==> src/rtl/display_multi_signal.sv <==
// Sequences SIGNALS hex signals of DIGITS digits each, one nibble at a time, onto a shared hex drawer.
// Optional leading-zero blanking is built when DISPLAY_MULTI_SIGNAL_BLANK_EN is defined.
module display_multi_signal #(
   parameter int SIGNALS = 2,
   parameter int DIGITS  = 4,
   localparam int DATA_W = SIGNALS * DIGITS * 4,
   localparam int SEL_W  = (SIGNALS > 1) ? $clog2(SIGNALS) : 1,
   localparam int POS_W  = (DIGITS > 1) ? $clog2(DIGITS) : 1
) (
   input  logic              clock,
   input  logic              reset,
   input  logic [DATA_W-1:0] signal_data,
   input  logic              start,
   input  logic              hex_done,
   output logic [3:0]        hex_data,
   output logic [SEL_W-1:0]  hex_sel,
   output logic [POS_W-1:0]  hex_pos,
   output logic              hex_start,
   output logic              hex_blank,
   output logic              clear_all,
   output logic              busy,
   output logic              done
);

   localparam logic [SEL_W-1:0] SEL_LAST = SEL_W'(SIGNALS - 1);
   localparam logic [POS_W-1:0] POS_LAST = POS_W'(DIGITS - 1);

   typedef enum logic [2:0] {
      IDLE,
      CLEAR,
      SEND,
      WAIT,
      FIN
   } state_t;

   state_t              state_q, state_d;
   logic [SEL_W-1:0]    sel_q, sel_d;
   logic [POS_W-1:0]    pos_q, pos_d;
   logic [DATA_W-1:0]   snap_q, snap_d;
   logic [DIGITS*4-1:0] row;

   always_ff @(posedge clock) begin
      if (reset) begin
         state_q <= IDLE;
         sel_q   <= '0;
         pos_q   <= '0;
         snap_q  <= '0;
      end else begin
         state_q <= state_d;
         sel_q   <= sel_d;
         pos_q   <= pos_d;
         snap_q  <= snap_d;
      end
   end

   always_comb begin
      state_d = state_q;
      sel_d   = sel_q;
      pos_d   = pos_q;
      snap_d  = snap_q;
      unique case (state_q)
         IDLE: begin
            if (start) begin
               snap_d  = signal_data;
               sel_d   = '0;
               pos_d   = POS_LAST;
               state_d = CLEAR;
            end
         end
         CLEAR: state_d = SEND;
         SEND:  state_d = WAIT;
         WAIT: begin
            if (hex_done) begin
               if (pos_q != '0) begin
                  pos_d   = pos_q - POS_W'(1);
                  state_d = SEND;
               end else if (sel_q != SEL_LAST) begin
                  sel_d   = sel_q + SEL_W'(1);
                  pos_d   = POS_LAST;
                  state_d = SEND;
               end else begin
                  state_d = FIN;
               end
            end
         end
         FIN:     state_d = IDLE;
         default: state_d = IDLE;
      endcase
   end

   always_comb begin
      row       = snap_q[32'(sel_q) * DIGITS * 4 +: DIGITS * 4];
      hex_data  = row[32'(pos_q) * 4 +: 4];
      hex_sel   = sel_q;
      hex_pos   = pos_q;
      hex_start = (state_q == SEND);
      clear_all = (state_q == CLEAR);
      done      = (state_q == FIN);
      busy      = (state_q != IDLE);
   end

`ifdef DISPLAY_MULTI_SIGNAL_BLANK_EN
   logic lead_zero;

   // A digit is blank while it and every more-significant digit of its row are zero.
   always_comb begin
      lead_zero = 1'b1;
      for (int unsigned d = 0; d < DIGITS; d++) begin
         if (d >= 32'(pos_q) && row[d*4 +: 4] != 4'h0) lead_zero = 1'b0;
      end
      hex_blank = (state_q == SEND || state_q == WAIT) && (pos_q != '0) && lead_zero;
   end
`else
   assign hex_blank = 1'b0;
`endif

endmodule

==> config.mk <==
export PLATFORM = sky130hd
export DESIGN_NAME = display_multi_signal
export DESIGN_NICKNAME = d
export VERILOG_FILES = /design/src/rtl/display_multi_signal.sv
export SDC_FILE = /design/constraint.sdc
export NUM_CORES = 1
export LEC_CHECK = 0
export ABC_AREA = 0
export CAP_MARGIN = 20
export CORE_ASPECT_RATIO = 1.2
export CORE_MARGIN = 8
export CORE_UTILIZATION = 43
export DETAILED_ROUTE_END_ITERATION = 12
export PLACE_DENSITY_LB_ADDON = 0.05
export SYNTH_ARGS = -nofsm -noshare
export SYNTH_HDL_FRONTEND = slang
export SYNTH_SLANG_ARGS = --single-unit
==> constraint.sdc <==
create_clock -name clock -period 1.59 [get_ports clock]
set_clock_uncertainty 0.1 [all_clocks]
set_input_delay 0.318 -clock clock [delete_from_list [all_inputs] [get_ports clock]]
set_output_delay 0.318 -clock clock [all_outputs]
set_load 0.05 [all_outputs]
==> results.md, run 1 <==
- IO Port Bufs: 46
- Vias per Instance: 4.98
- Final Power: roughly 2800 uW
- Via count: ~1600
- Synth area leaders: dfxtp_1, nand2_1, a21oi_2, mux4_2, buf_12
- Largest net degree at the start of global routing: 33
- Power per standard cell area: 1020 nW/um^2
- Wire per inst: about 15 um
- Syn Nets: ~240
- Hold/Removal Path Class: primary input to flip-flop
- Vias in the first global route: 1700
- Yosys warnings: 0
- Setup ws final: -0.409 ns
- Fmax: 500 MHz
- Max Slew Vio Count: 0
- Post-route ant nets: 0
- Share of cells above drive strength 1: between 40% and 50%
- Sequential area share after synthesis: 41.0%
- Crit path max-delay family: multiplexers
- Syn avg cell area: 9.10 um^2
- Final design utilization: approximately two thirds
- Hpwl dp: approximately 3500 um
- Pre-CTS setup slack: -0.149 ns
- Synth unique cells: 28
- Min Hold Slack: roughly 0.35 ns
- Crit path buffers/inverters: 2
- Antenna cells: 0
- Routed WL: about 4700 um
- Area of the core: ~4200 um^2
- Fill count: 340
- Sink Count: 38
- TritonCTS clock tree: built
- TritonRoute pass-1 iters: 4
- P_leak: between 0.001 and 0.0015 uW
- Crit path max fanout: 5
- Clock slew at reported path FFs: ~0.080 ns
- Top cell type by total area after synthesis: dfxtp_1
- Starting Density: between 40% and 50%
- Htree depth: 2
- RSZ-0062 raised after global routing: true
- Slowest cell on crit path: mux4_2
- Drt drc: 0
- Commonest non-fill, non-tap cell in the layout: nand2_1
- Crit. End Element: primary output
- Leading cell types in the layout, fill and taps excluded: nand2_1, clkdlybuf4s50_1, dfxtp_1
- Arr. time, crit path: between 1.5 and 2 ns
- Die H: 88.0 um
- Max-cap violation count: 0
- Final setup viols: 10
- Syn Inst Count: 204
- Clk buf depth: 2
- Period utilization: 126%
- Crit path kind: flip-flop to primary output
- Num CTS Buffers: 5
- CP cell instances: buf_12, mux4_2, nand2_2, nand2_4, buf_8
- Final setup TNS: -2.47 ns
- First-pass GRT wire length: 8150 um
- Post-layout min period: between 1.5 and 2 ns
- Clock root buffer: clkbuf_8
- Failing checks: negative setup slack
- Full die area: 6680 um^2
- Worst-skew pair later-pin latency: 0.29 ns
- Number of DRC markers in iteration 0: 87
- Top cell type's share of synthesized area: between 40% and 50%
- Die W: ~76 um
- Critical Path RT: 1.17 ns
- Area Growth Syn to Fin: 50.4%
- Number of antenna violations at the first check in global routing: 0
- Overflow after GRT: 0
- Crit-path max cell delay: 0.51 ns
- Worst VDD drop: ~0.68 mV
- GRT Util Overall: approximately 15%
- # rows: 26
- CP Launch Type: flip-flop
- Outcome: complete, but fails checks
- Io pins: 48
- Nets: approximately 300
- Flops & latches, synth: 38
- Post-Syn Area: roughly 1900 um^2
- Final Hold Viols: 0
- RePlAce Congestion: 0.871
-- sequential cells by signal (all words and copies together), names as in the netlist --
register  cells
snap_q       32
hex_sel       1
state_q       3
hex_pos       2
-- worst reg2reg max path, cell delays in order, from the launching register on --
cell and delay, ns:
dfxtp_4 0.36, buf_6 0.13, buf_4 0.13, buf_6 0.11, buf_6 0.11, inv_1 0.05, ha_1 0.19, nand2_1 0.06
a22o_1 0.22, a311oi_1 0.28
-- area by class of cell --
type                    instances  area [um^2]  area share [%]
clock buffers                   7          108            3.86
inverters                       5         18.8           0.673
flip-flops and latches         38          781            28.0
clock inverters                 1         30.0            1.08
repair buffers                 64          754            27.0
multi-input cells             146         1030            36.9
well taps                      56         70.1            2.51
-- report_power, final --
group	switching, uW	internal (uW)
Clock	343	606
Combinational	392	410
Sequential	63.7	1020
Total	798	2040
-- Yosys cell counts --
library cell and instances:
nand2_1 69, dfxtp_1 38, a21oi_2 24, a21oi_1 12, nand2_2 10, mux4_2 8
buf_2 5, inv_1 5, buf_12 4, nor2_1 4, clkbuf_1 3, a311oi_1 2
buf_4 2, nor3_1 2, nor3b_1 2, nor4_1 2, a22o_1 1, a32oi_1 1
and2_1 1, and2_2 1, and2_4 1, buf_6 1, conb_1 1, ha_1 1
nand3_1 1, nor3_2 1, nor3b_2 1, o21bai_1 1
-- worst paths after layout --
kind / start / endpoint / slack, ns / depth (start not counted)
hold / removal: reset / snap_q[12] / 0.35 / 2
setup / recovery: hex_pos[0] / hex_data[1] / -0.41 / 5
setup reg to reg: hex_pos[0] / hex_pos[1] / -0.25 / 9
hold reg to reg: snap_q[29] / snap_q[29] / 0.36 / 2
-- through the flow --
| stage | instance area, um^2 | instances |
|---|---|---|
| after floorplan | 1910 | 204 |
| after global placement | 2500 | 304 |
| after detailed placement | 2500 | 304 |
| after CTS | 2750 | 315 |
| after global routing | 2790 | 317 |
| final | 2790 | 317 |
-- timing repair --
action                                  CTS  global route
endpoints found under the setup margin   11            13
endpoints found under the hold margin     0             0
setup buffers                             3             2
hold buffers                              0             0
pin swaps                                 9             6
resized for setup                        25             6
-- layer usage --
metal | wire length [um] | up-vias | track usage (%)
met5 | 0 | - | 0
met4 | 61 | 0 | 5.54
met3 | 225 | 4 | 4.31
met2 | 2530 | 34 | 27.3
met1 | 1920 | 748 | 16.2
li1 | - | 792 | -
-- kinds of logic (layout without fill, tap and decap cells) --
logic type | count (synthesis) | count (layout) | synth area share (%)
buf+inv | 20 | 77 | 8.70
flops | 38 | 38 | 41.0
compound gates | 41 | 41 | 16.9
mux | 8 | 8 | 9.71
fa+ha+maj | 1 | 1 | 0.674
other cells | 1 | 1 | 0.202
simple gates | 95 | 95 | 22.9
Note: power is estimated with default switching activity, not from simulation.
==> run 2: changes to the inputs <==
- CAP_MARGIN: 20 -> default
- CORE_UTILIZATION: 43 -> 48
- CTS_CLUSTER_SIZE: default -> 30
- clock period: 1.59 -> 2.1 ns (I/O delays scaled with it)
==> results.md, run 2 (synthesis results as in run 1) <==
- Crit path max fanout: 5 (unchanged)
- Share of cells above drive strength 1: 34.3% (was 41.4%)
- Wire per inst: 14.5 um (was 14.9 um)
- Num CTS Buffers: 5 (unchanged)
- Sink Count: 38 (unchanged)
- GR Util met2: 23.5% (was 27.3%)
- Met3 usage: 5.41% (was 4.31%)
- Crit-path max cell delay: 0.51 ns (about the same)
- Setup ws final: -0.0199 ns (was -0.409 ns)
- Crit path max-delay family: multiplexers (unchanged)
- Nets: 287 (was 297)
- Antenna cells: 0 (unchanged)
- Critical Path Most Common Cell: buf_6
- Power per standard cell area: 827 nW/um^2 (was 1020 nW/um^2)
- Gr busiest metal: met2 (unchanged)
- Period utilization: 101%
- Vias in the first global route: 1611 (was 1700)
- Critical Path RT: 1.58 ns (was 1.17 ns)
- Worst VDD drop: 0.445 mV (was 0.676 mV)
- Via count: 1529 (was 1578)
- Io pins: 48 (unchanged)
- Arr. time, crit path: 1.60 ns (was 1.58 ns)
- TritonCTS clock tree: built (unchanged)
- Slowest cell on crit path: mux4_2 (unchanged)
- CP cell instances: buf_6, mux4_2, nand2_1, nand2_2, buf_6 (was buf_12, mux4_2, nand2_2, nand2_4, buf_8)
- Number of antenna violations at the first check in global routing: 0 (unchanged)
- Htree depth: 2 (unchanged)
- Final design utilization: 69.1% (was 66.5%)
- Fill count: 321 (was 340)
- Clock root buffer: clkbuf_8 (unchanged)
- Overflow after GRT: 0 (unchanged)
- Drt drc: 0 (unchanged)
- Area of the core: 3660 um^2 (was 4200 um^2)
- TritonRoute pass-1 iters: 4 (unchanged)
- Crit path kind: flip-flop to primary output (unchanged)
- Post-layout min period: roughly 2.1 ns
- Commonest non-fill, non-tap cell in the layout: nand2_1 (unchanged)
- Outcome: complete, but fails checks (unchanged)
- Worst-skew pair later-pin latency: 0.29 ns (about the same)
- Fmax: 472 MHz
- Max Slew Vio Count: 0 (unchanged)
- Hpwl dp: 3110 um (was 3520 um)
- Full die area: 6120 um^2 (was 6680 um^2)
- Final setup TNS: -0.0199 ns (was -2.47 ns)
- Failing checks: negative setup slack (unchanged)
- Final setup viols: 1 (was 10)
- Pre-CTS setup slack: 0.180 ns (was -0.149 ns)
- Hold/Removal Path Class: flip-flop to flip-flop (was primary input to flip-flop)
- # rows: 24 (was 26)
- Crit. End Element: primary output (unchanged)
- Max-cap violation count: 0 (unchanged)
- Clk buf depth: 2 (unchanged)
- Die W: 72.8 um (was 76.0 um)
- First-pass GRT wire length: 7530 um (was 8150 um)
- Post-route ant nets: 0 (unchanged)
- Vias per Instance: 5.05 (was 4.98)
- Clock slew at reported path FFs: 0.07 ns (was 0.08 ns)
- Area Growth Syn to Fin: 36.3% (was 50.4%)
- RSZ-0062 raised after global routing: true (unchanged)
- P_leak: 0.000934 uW (was 0.00103 uW)
- Routed WL: 4400 um (was 4740 um)
- RePlAce Congestion: 0.822 (was 0.871)
- GRT Util Overall: 15.3% (was 15.0%)
- Final Hold Viols: 0 (unchanged)
- Leading cell types in the layout, fill and taps excluded: nand2_1, dfxtp_1, clkdlybuf4s50_1 (was nand2_1, clkdlybuf4s50_1, dfxtp_1)
- CP Launch Type: flip-flop (unchanged)
- Max reg flops: 32 (unchanged)
- Starting Density: 50.6% (was 44.2%)
- Top reg by flops: snap_q (unchanged)
- Met1 Use GR: 18.5% (was 16.2%)
- IO Port Bufs: 46 (unchanged)
- Number of DRC markers in iteration 0: 89 (was 87)
- Crit path buffers/inverters: 2 (unchanged)
- Die H: 84.1 um (was 88.0 um)
- Largest net degree at the start of global routing: 34 (was 33)
-- run 2: worst paths after layout --
check | from | end | slack (ns) | cells past startpoint
max | hex_pos[0] | hex_data[2] | -0.02 | 5
min | snap_q[16] | snap_q[16] | 0.36 | 2
max reg2reg | hex_pos[0] | hex_pos[1] | 0.32 | 8
min reg2reg | snap_q[16] | snap_q[16] | 0.36 | 2
-- run 2: area by class of cell --
| type | instances | area, um^2 | area share [%] |
|---|---|---|---|
| Multi-Input combinational cell | 146 | 961 | 38.0 |
| Sequential cell | 38 | 766 | 30.3 |
| Timing Repair Buffer | 54 | 577 | 22.8 |
| Clock buffer | 6 | 82.6 | 3.26 |
| Tap cell | 52 | 65.1 | 2.57 |
| Clock inverter | 2 | 60.1 | 2.37 |
| Inverter | 5 | 18.8 | 0.742 |
-- run 2: through the flow --
| stage | cell area (um^2) | hold slack (ns) | instances | power (uW) |
|---|---|---|---|---|
| 2_1_floorplan | 1870 | 0.333 | 204 | 1170 |
| 3_3_place_gp | 2290 | 0.348 | 289 | 1290 |
| 3_5_place_dp | 2290 | 0.353 | 289 | 1300 |
| 4_1_cts | 2490 | 0.364 | 301 | 2090 |
| 5_1_grt | 2530 | 0.376 | 303 | 2180 |
| 6_report | 2530 | 0.361 | 303 | 2090 |
-- run 2: timing repair --
| action | CTS | global route |
|---|---|---|
| pin swaps | 0 | 3 |
| setup endpoints to repair | 4 | 4 |
| buffers inserted | 4 | 2 |
| resized for setup | 8 | 7 |
| hold buffers | 0 | 0 |
-- run 2: routing by layer --
metal,part of all wire [%],wire length (um)
met1,43,1900
met2,48,2100
met3,7.7,339
met4,1.4,61
met5,0,0
-- run 2: power breakdown --
part           leakage (uW)  switching [uW]  internal (uW)
sequential         0.000313            48.5            775
combinational      0.000550             269            238
clock             0.0000714             255            507
total              0.000934             572           1520
-- run 2: worst reg2reg max path: cells and delay by family (launching register included) --
family | cells | cell delay (ns)
flip-flops | 1 | 0.36
AO/OA/AOI/OAI | 2 | 0.49
buffers and inverters | 4 | 0.45
AND/OR/NAND/NOR | 1 | 0.07
adder cells (fa/ha/maj) | 1 | 0.23
==> run 3: changes to the inputs <==
- ABC_CLOCK_PERIOD_IN_PS: default -> 2100
==> results of run 3 <==
No change in the layout: final DEF, timing and power equal those of run 2.
